### src/rtl/riscv_div_pkg.sv
// Shared definitions for the RV32M divide/remainder unit.
//   op encodings : OP_DIV, OP_DIVU, OP_REM, OP_REMU
//   state_e      : IDLE / CALC / DONE control states of riscv_divider
// Encoding note: op[1] selects remainder, op[0] selects unsigned.
package riscv_div_pkg;

  localparam logic [1:0] OP_DIV  = 2'b00;
  localparam logic [1:0] OP_DIVU = 2'b01;
  localparam logic [1:0] OP_REM  = 2'b10;
  localparam logic [1:0] OP_REMU = 2'b11;

  typedef enum logic [1:0] {
    IDLE = 2'b00,
    CALC = 2'b01,
    DONE = 2'b10
  } state_e;

endpackage

### src/rtl/div_unsigned_core.sv
// Unsigned iterative restoring divider datapath plus iteration counter.
// Ports:
//   clk, reset   : clock, synchronous active-high reset (clears counter)
//   load         : capture dividend/divisor, clear remainder and counter
//   step         : perform one restoring step
//   dividend     : unsigned dividend magnitude
//   divisor      : unsigned divisor magnitude
//   quo_next     : quotient after the step being performed this cycle
//   rem_next     : remainder after the step being performed this cycle
//   last         : the step performed this cycle is the WIDTH-th one
// quo_next/rem_next are combinational so the owner can register the final
// result on the same edge as the last step.
module div_unsigned_core #(
  parameter int WIDTH = 32
) (
  input  logic             clk,
  input  logic             reset,
  input  logic             load,
  input  logic             step,
  input  logic [WIDTH-1:0] dividend,
  input  logic [WIDTH-1:0] divisor,
  output logic [WIDTH-1:0] quo_next,
  output logic [WIDTH-1:0] rem_next,
  output logic             last
);

  localparam int CW = $clog2(WIDTH) + 1;

  logic [WIDTH:0]   rem_q;
  logic [WIDTH-1:0] quo_q;   // dividend bits shift out the top, quotient bits in at the bottom
  logic [WIDTH-1:0] dvs_q;
  logic [CW-1:0]    cnt_q;

  logic [WIDTH:0]   rem_shift;
  logic [WIDTH:0]   rem_nxt;
  logic             take;

  always_comb begin
    rem_shift = {rem_q[WIDTH-1:0], quo_q[WIDTH-1]};
    take      = (rem_shift >= {1'b0, dvs_q});
    rem_nxt   = take ? (rem_shift - {1'b0, dvs_q}) : rem_shift;
    quo_next  = {quo_q[WIDTH-2:0], take};
    rem_next  = rem_nxt[WIDTH-1:0];   // remainder < divisor, so the top bit is always 0 here
    last      = (cnt_q == CW'(WIDTH - 1));
  end

  always_ff @(posedge clk) begin
    if (reset) begin
      rem_q <= '0;
      quo_q <= '0;
      dvs_q <= '0;
      cnt_q <= '0;
    end else if (load) begin
      rem_q <= '0;
      quo_q <= dividend;
      dvs_q <= divisor;
      cnt_q <= '0;
    end else if (step) begin
      rem_q <= rem_nxt;
      quo_q <= quo_next;
      cnt_q <= cnt_q + CW'(1);
    end
  end

endmodule

### src/rtl/riscv_divider.sv
// Multi-cycle RV32M DIV/DIVU/REM/REMU unit with start/busy/done handshake.
// Ports:
//   clk, reset     : clock, synchronous active-high reset
//   start          : request an operation (only looked at in IDLE)
//   op             : 00 DIV, 01 DIVU, 10 REM, 11 REMU
//   DATA_A, DATA_B : dividend, divisor (captured on the accepting edge)
//   OUT, Zero      : registered result and result==0 flag, updated in DONE
//   busy           : high while iterating (CALC)
//   done           : one-cycle pulse, OUT/Zero valid
//   dbg_state      : current control state
// Handshake: start is accepted on a clock edge in IDLE; done pulses for one
// cycle when OUT/Zero are valid; start outside IDLE is ignored.
// Optional macro RISCV_DIV_EARLY_OUT_EN: divide-by-zero and signed overflow
// skip the iterations and complete straight from IDLE.
module riscv_divider
  import riscv_div_pkg::*;
#(
  parameter int WIDTH = 32
) (
  input  logic             clk,
  input  logic             reset,
  input  logic             start,
  input  logic [1:0]       op,
  input  logic [WIDTH-1:0] DATA_A,
  input  logic [WIDTH-1:0] DATA_B,
  output logic [WIDTH-1:0] OUT,
  output logic             Zero,
  output logic             busy,
  output logic             done,
  output state_e           dbg_state
);

  localparam logic [WIDTH-1:0] MIN_VAL = {1'b1, {(WIDTH-1){1'b0}}};

  state_e           state;
  logic             is_rem_q;
  logic             div0_q;
  logic             ovf_q;
  logic             q_neg_q;
  logic             r_neg_q;
  logic [WIDTH-1:0] a_q;

  logic             in_signed;
  logic             a_neg, b_neg;
  logic [WIDTH-1:0] a_mag, b_mag;
  logic             in_div0, in_ovf;
  logic             accept;
  logic [WIDTH-1:0] quo_next, rem_next;
  logic             last;
  logic [WIDTH-1:0] calc_res;

  // Final result selection: special cases override the iterated values.
  function automatic logic [WIDTH-1:0] pick_result(
    input logic             is_rem,
    input logic [WIDTH-1:0] a,
    input logic             div0,
    input logic             ovf,
    input logic             q_neg,
    input logic             r_neg,
    input logic [WIDTH-1:0] quo,
    input logic [WIDTH-1:0] rem
  );
    logic [WIDTH-1:0] r;
    if (div0)       r = is_rem ? a : '1;
    else if (ovf)   r = is_rem ? '0 : MIN_VAL;
    else if (is_rem) r = r_neg ? (~rem + WIDTH'(1)) : rem;
    else            r = q_neg ? (~quo + WIDTH'(1)) : quo;
    return r;
  endfunction

  always_comb begin
    in_signed = ~op[0];
    a_neg     = in_signed & DATA_A[WIDTH-1];
    b_neg     = in_signed & DATA_B[WIDTH-1];
    a_mag     = a_neg ? (~DATA_A + WIDTH'(1)) : DATA_A;
    b_mag     = b_neg ? (~DATA_B + WIDTH'(1)) : DATA_B;
    in_div0   = (DATA_B == '0);
    in_ovf    = in_signed & (DATA_A == MIN_VAL) & (DATA_B == '1);
    accept    = (state == IDLE) & start;
    calc_res  = pick_result(is_rem_q, a_q, div0_q, ovf_q, q_neg_q, r_neg_q,
                            quo_next, rem_next);
  end

  div_unsigned_core #(.WIDTH(WIDTH)) u_core (
    .clk      (clk),
    .reset    (reset),
    .load     (accept),
    .step     (state == CALC),
    .dividend (a_mag),
    .divisor  (b_mag),
    .quo_next (quo_next),
    .rem_next (rem_next),
    .last     (last)
  );

  always_ff @(posedge clk) begin
    if (reset) begin
      state    <= IDLE;
      OUT      <= '0;
      Zero     <= 1'b0;
      busy     <= 1'b0;
      done     <= 1'b0;
      is_rem_q <= 1'b0;
      div0_q   <= 1'b0;
      ovf_q    <= 1'b0;
      q_neg_q  <= 1'b0;
      r_neg_q  <= 1'b0;
      a_q      <= '0;
    end else begin
      case (state)
        IDLE: begin
          done <= 1'b0;
          if (start) begin
            is_rem_q <= op[1];
            div0_q   <= in_div0;
            ovf_q    <= in_ovf;
            q_neg_q  <= (a_neg ^ b_neg) & ~in_div0;
            r_neg_q  <= a_neg;
            a_q      <= DATA_A;
`ifdef RISCV_DIV_EARLY_OUT_EN
            if (in_div0 | in_ovf) begin
              OUT   <= pick_result(op[1], DATA_A, in_div0, in_ovf, 1'b0, 1'b0, '0, '0);
              Zero  <= (pick_result(op[1], DATA_A, in_div0, in_ovf, 1'b0, 1'b0, '0, '0) == '0);
              done  <= 1'b1;
              state <= DONE;
            end else begin
              busy  <= 1'b1;
              state <= CALC;
            end
`else
            busy  <= 1'b1;
            state <= CALC;
`endif
          end
        end
        CALC: begin
          if (last) begin
            OUT   <= calc_res;
            Zero  <= (calc_res == '0);
            done  <= 1'b1;
            busy  <= 1'b0;
            state <= DONE;
          end
        end
        DONE: begin
          done  <= 1'b0;
          state <= IDLE;
        end
        default: begin
          busy  <= 1'b0;
          done  <= 1'b0;
          state <= IDLE;
        end
      endcase
    end
  end

  assign dbg_state = state;

endmodule

### config.mk
export PLATFORM = sky130hd
export DESIGN_NAME = riscv_divider
export DESIGN_NICKNAME = d
export VERILOG_FILES = /design/src/rtl/riscv_div_pkg.sv /design/src/rtl/div_unsigned_core.sv /design/src/rtl/riscv_divider.sv
export SDC_FILE = /design/constraint.sdc
export NUM_CORES = 1
export LEC_CHECK = 0
export ABC_CLOCK_PERIOD_IN_PS = 9900
export BUFFER_PORTS_ARGS = -buffer_cell sky130_fd_sc_hd__buf_2
export CAP_MARGIN = 10
export CORE_MARGIN = 2
export CORE_UTILIZATION = 50
export DETAILED_ROUTE_END_ITERATION = 6
export MAX_ROUTING_LAYER = met4
export PLACE_DENSITY = 0.68
export SLEW_MARGIN = 5
export SYNTH_ARGS = -nofsm -noshare
export SYNTH_HDL_FRONTEND = slang
export SYNTH_SLANG_ARGS = --single-unit
### constraint.sdc
create_clock -name clk -period 9.9 [get_ports clk]
set_input_delay 0.495 -clock clk [delete_from_list [all_inputs] [get_ports clk]]
set_output_delay 0.495 -clock clk [all_outputs]
set_load 0.02 [all_outputs]
# Word-level counts from Yosys, hierarchy flattened
# Index checks and enable logic that the tools add are counted.
# Widths: inputs -> output; s select.
[classes]
bitwise = 15
eq_ne = 7
order_cmp = 1
muxes = 18
n_reduce_logical = 10
n_addsub = 6
[ops]
columns = ["cell", "n"]
rows = [
  ["$mux 32", 12],
  ["$add 32x1->32 const B", 4],
  ["$not 32->32", 4],
  ["$eq 32x32->1 const B", 2],
  ["$logic_not 32->1", 2],
  ["$ge 33x32->1", 1],
  ["$sub 32x32->32", 1],
  ["$add 6x1->6 const B", 1],
  ["$and 1x1->1", 6],
  ["$eq 6x5->1 const B", 1],
  ["$reduce_and 2->1", 3],
  ["$mux 2", 2],
  ["$ne 2x2->1 const B", 2],
  ["$not 1->1", 4],
  ["$pmux 2 s2", 1],
  ["$reduce_or 2->1", 2],
  ["$pmux 1 s3", 1],
  ["$reduce_and 3->1", 1],
  ["$eq 2x1->1 const B", 1],
  ["$eq 2x2->1 const B", 1],
  ["$logic_not 2->1", 1],
  ["$mux 1", 2],
  ["$reduce_bool 2->1", 1],
  ["$xor 1x1->1", 1],
]
[totals]
out_inout_bits = 37
word_cells = 72
register_bits = 176
input_bits = 69

# Longest topological paths before layout
[logic_depth]
depth_word = 9
depth_mapped = 26
depth_no_buf = 22

# Hierarchy
# From an unflattened synthesis, not the netlist that was laid out.
[unflattened]
cells_unflattened = 1760
area_unflattened_um2 = 13176.4
[modules_own_cells]
columns = ["mod", "seq_area_each_um2", "area_per_inst_um2", "cells_per_inst", "n_inst"]
rows = [
  ["div_unsigned_core", 2042.0, 6693.9, 841, 1],
  ["riscv_divider", 1481.4, 6482.5, 919, 1],
]

# Worst setup path before layout
# Ideal clock, no wire load.
[synth_path]
path_kind = "reg2reg"
startpoint = "register u_core.dvs_q[8]"
endpoint = "register Zero"
t_arrival_ns = 5.564
synth_period_minus_slack_ns = 5.649
n_path_buf = 4
path_stages_with_launch = 25
slack_ns = 4.251
setup_time_ns = 0.084
required_ns = 9.816
path_cell_list = "dfxtp_1 inv_1 ha_1 a21oi_1 o21ai_1 a221o_1 o21ai_4 nand2_2 buf_4 buf_6 buf_2 buf_2 o21ai_0 ha_1 nand2_1 or3_1 nor2_1 a32o_1 nand4_1 or4b_2 o21ai_0 xor2_1 a2111oi_1 nand4_1 o31ai_2"
[synth_between]
elab_chain_len = 9
elab_cells_between_ends = 13
cone_classes = "3 x add/sub; 1 x order compare; 6 x mux; 2 x bitwise; 1 x reduce/logical"
[synth_lines]
columns = ["item", "line", "rtl"]
rows = [
  ["start: declaration", "div_unsigned_core.sv:31", "logic [WIDTH-1:0] dvs_q;"],
  ["start signal: assignment", "div_unsigned_core.sv:56", "dvs_q <= divisor;"],
  ["$sub 32x32->32 or $ge 33x32->1 (tied branches)", "div_unsigned_core.sv:41, div_unsigned_core.sv:40", ""],
  ["$mux 32", "div_unsigned_core.sv:41", "rem_nxt = take ? (rem_shift - {1'b0, dvs_q}) : rem_shift;"],
  ["$not 32->32", "riscv_divider.sv:66", "else if (is_rem) r = r_neg ? (~rem + WIDTH'(1)) : rem;"],
  ["$add 32x1->32", "riscv_divider.sv:66", ""],
  ["$mux 32", "riscv_divider.sv:66", ""],
  ["$mux 32 (*)", "riscv_divider.sv:66", ""],
  ["$mux 32 (*)", "riscv_divider.sv:65", "else if (ovf) r = is_rem ? '0 : MIN_VAL;"],
  ["$mux 32 (*)", "riscv_divider.sv:64", "if (div0) r = is_rem ? a : '1;"],
  ["$logic_not 32->1 (*)", "riscv_divider.sv:139", "Zero <= (calc_res == '0);"],
  ["end signal: assignment", "riscv_divider.sv:139", ""],
  ["end: declaration", "riscv_divider.sv:27", "output logic Zero,"],
]
# Every way passes the cells marked *; elsewhere a longest branch is shown, timed or not.
# A chain may end at the register's enable or synchronous reset.

# Worst setup path after layout
[layout_path]
startpoint = "register u_core.rem_q[5]"
endpoint = "register Zero"
[layout_between]
elab_chain_len = 9
elab_cells_between_ends = 13
cone_classes = "3 x add/sub; 1 x order compare; 6 x mux; 2 x bitwise; 1 x reduce/logical"
[layout_lines]
columns = ["item", "line", "rtl"]
rows = [
  ["start: declaration", "div_unsigned_core.sv:29", "logic [WIDTH:0] rem_q;"],
  ["start signal: assignment", "div_unsigned_core.sv:59", "rem_q <= rem_nxt;"],
  ["$sub 32x32->32 or $ge 33x32->1 (tied branches)", "div_unsigned_core.sv:41, div_unsigned_core.sv:40", ""],
  ["$mux 32", "div_unsigned_core.sv:41", ""],
  ["$not 32->32", "riscv_divider.sv:66", ""],
  ["$add 32x1->32", "riscv_divider.sv:66", ""],
  ["$mux 32", "riscv_divider.sv:66", ""],
  ["$mux 32 (*)", "riscv_divider.sv:66", ""],
  ["$mux 32 (*)", "riscv_divider.sv:65", ""],
  ["$mux 32 (*)", "riscv_divider.sv:64", ""],
  ["$logic_not 32->1 (*)", "riscv_divider.sv:139", ""],
]
# Marked as above.

==> flow_summary.toml <==
[die]
die_h_microns = 166
coreArea_sq_mm = 0.0258
die_area_sq_mm = 0.0274
rows = 59
initial_core_util = 0.505
ios = 106
die_w_microns = 166

[hold_path]
holdPathEnd = "is_rem_q$_SDFFE_PP0P_"
min_delay_path_depth = 3
holdCritStartpoint = "op[1]"
hold_path.class = "primary input to flop"

[cts]
cts-resized-gates = 0
clock_sinks = 176
postCtsSetupRepairBufs = 0
clkLatencyLatePin_ns = 0.45
cts_hold_buf = 0
cts_max_level = 4
cts_root_buffer = "clkbuf_16"
cts_buffer_depth = 2
cts_buffers = 17
tritoncts = "yes"
path_clk_slew_ns = 0.08

[cells_and_area]
syn_to_final_growth_pct = 9.09
drive_gt1_frac = 0.0995
fillers = 2645
final_common_cell = "nand2_1"
layout_common_cells = "nand2_1 (263), nor2_1 (226), dfxtp_1 (176)"
post-route-util = 0.551
nets = 1944
antenna_cells = 0
ff_latch_area_sq_mm = 0.00352
instances_no_fill = 2184
multiInputGateArea_sq_mm = 0.00882

[setup_path]
crit_type = "flop to flop"
r2r_slack_ns = 3.35
end_kind = "flop"
cp.required_ns = 10.27
cp_cell_sequence = "ha_1, a21oi_1, o21ai_1, a221o_1, o21ai_4, nand2_2, inv_2, ha_1, nand2b_1, nand2b_1, nor4_1, and2_1, nand2_1, o31ai_1, xnor2_1, a2111oi_0, and4_1, nand4b_1, nor4_1, nand4_1, o31ai_2"
start_kind = "flop"
path_delay_family = "compound AO/OA/AOI/OAI gates"
critical-path-max-stage-delay_ns = 0.79
r2r-start = "u_core.rem_q[5]$_SDFFE_PP0P_"
critical_path.max_fanout = 37
r2r_cells = 21
timing.rr.end = "Zero$_SDFFE_PP0P_"
arrival_ns = 6.93
slowest_stage = "a2111oi_0"
crit_buf_inv = 1

[placement]
hpwl_microns = 35100
numPlacedInstances = 2152
place_congestion = 1.03
port_buffers = 105

[synth]
synth_edf_count = 0
synth_nets = 1925
synthFlopType = "dfxtp_1"
synth_seq_area_share = 0.270
yosysWarnings = 0
async_flop_share = 0
synth_cell_types = 92
ys_seq_elements = 176
syn-cell-area_sq_mm = 0.0130
synth_area_per_cell_sq_um = 7.18
syn_inst = 1817

[power]
p_per_area_mw_per_mm2 = 182
leakagePower_nw = 5.36
peakVddDrop_mv = 0.111
p_total_mw = 2.60

[timing]
relSlewSlack = 0.169
max_freq_ghz = 0.153
tns_ns = 0
hold_violations = 0
finalCriticalPeriod_ns = 6.55
worst-slew-pin-transition_ns = 1.25
rsz0062_at_grt = "false"
fin_crit_sh = 0.662
finalMaxSlewViolations = 0
setup_viol = 0
finalClockSkew_ns = 0.0129

[routing]
drtPass1Iterations = 6
antenna_left = 0
avgRoutedWirePerCell_microns = 21.4
wl_microns = 46800
viasPerCell = 6.38
drc_errors = 0
drt_iter0_markers = 1554
num_vias = 13900

[global_routing]
grt_pass1_wl_microns = 71600
grt_overflow = 0
grt_pass1_vias = 12300
antenna_found_initial = 0
grtUsageTotal = 0.349
grt_start_max_net_pins = 94

[job]
cap_violations = 0

[status]
outcome = "completed"
cell type report:
class / instances / share of cell area
clock buffers: 18 / 0.0301
inverters: 60 / 0.0158
well taps: 335 / 0.0294
flip-flops and latches: 176 / 0.248
multi-input cells: 1460 / 0.620
clock inverters: 14 / 0.0116
repair buffers: 121 / 0.0455
layer usage:
| metal | track usage | part of all wire |
|---|---|---|
| met5 | - | 0 |
| met4 | 0.0862 | 0.021 |
| met3 | 0.0839 | 0.096 |
| met2 | 0.501 | 0.43 |
| met1 | 0.493 | 0.46 |
cells by family after synthesis:
| family | synth area share |
|---|---|
| simple gates | 0.267 |
| compound gates | 0.270 |
| fa+ha+maj | 0.0380 |
| buf+inv | 0.0554 |
| mux | 0.0221 |
| flops | 0.270 |
| xor+xnor | 0.0779 |
through the flow:
stage | instance area, sq um | setup slack, ns | hold WS [ns]
after floorplan | 13000 | 4.25 | 0.431
after global placement | 13600 | 3.87 | 0.439
after detailed placement | 13600 | 3.62 | 0.442
after CTS | 14200 | 3.57 | 0.271
after global routing | 14200 | 2.98 | 0.314
final | 14200 | 3.35 | 0.279
report_power, final:
group	total (mW)	internal [mW]	switching (mW)	leakage, nW
clock network	0.697	0.342	0.355	0.290
logic	1.10	0.364	0.733	3.63
registers	0.802	0.751	0.0510	1.44
total	2.60	1.46	1.14	5.36
tightest hold or removal path, delay by kind of cell:
kind / cells / cell delay [ns]
AO/OA/AOI/OAI: 1 / 0.05
buffers and inverters: 1 / 0.09
AND/OR/NAND/NOR: 1 / 0.04
synth_stat cells, types with 4 or more instances:
cell type	count	area [sq um]
o211a_1	6	60.1
or2_2	6	37.5
nor3_1	68	340
o32ai_1	4	35.0
a221oi_1	6	52.6
xor2_1	56	490
o221ai_1	10	87.6
nand2_1	263	987
or4_1	10	75.1
a21boi_0	5	37.5
a21oi_1	146	731
o41ai_1	11	96.3
buf_2	17	85.1
a31oi_1	22	138
o31ai_1	20	150
nand4_1	23	144
nor4_1	30	188
inv_1	58	218
a21o_1	12	90.1
a211oi_1	67	503
o21ai_0	77	385
o21ai_1	5	25.0
nand4b_1	4	35.0
a32o_1	4	40.0
nor2b_1	12	75.1
and4_1	4	35.0
ha_1	38	475
nand3b_1	5	37.5
mux2i_1	25	250
nand3_1	21	105
buf_1	8	30.0
and3_1	10	62.6
a311oi_1	27	236
or3_1	22	138
o211ai_1	14	105
nor3b_1	6	45.0
nor2_1	229	860
o22ai_1	23	144
and2_1	9	56.3
xnor2_1	60	526
dfxtp_1	176	3520
nand2b_1	22	138
clkbuf_1	90	338
o21a_1	11	82.6
sequential cells by signal (all words and copies together) (netlist names), 2 cells and up:
signal,flops
OUT,32
a_q,32
dbg_state,2
u_core.cnt_q,6
u_core.dvs_q,32
u_core.quo_q,32
u_core.rem_q,32
how the worst max path moves through the flow:
stage | startpoint | cells after the start | slack [ns] | to
after floorplan | u_core.dvs_q[8]$_SDFFE_PP0P_ | 24 | 4.25 | Zero$_SDFFE_PP0P_
after global placement | u_core.rem_q[5]$_SDFFE_PP0P_ | 21 | 3.87 | Zero$_SDFFE_PP0P_
after detailed placement | u_core.rem_q[5]$_SDFFE_PP0P_ | 21 | 3.62 | Zero$_SDFFE_PP0P_
after CTS | u_core.rem_q[5]$_SDFFE_PP0P_ | 21 | 3.57 | Zero$_SDFFE_PP0P_
after global routing | u_core.rem_q[5]$_SDFFE_PP0P_ | 21 | 2.98 | Zero$_SDFFE_PP0P_
final | u_core.rem_q[5]$_SDFFE_PP0P_ | 21 | 3.35 | Zero$_SDFFE_PP0P_
No activity file was read; power rests on OpenSTA's default activity.
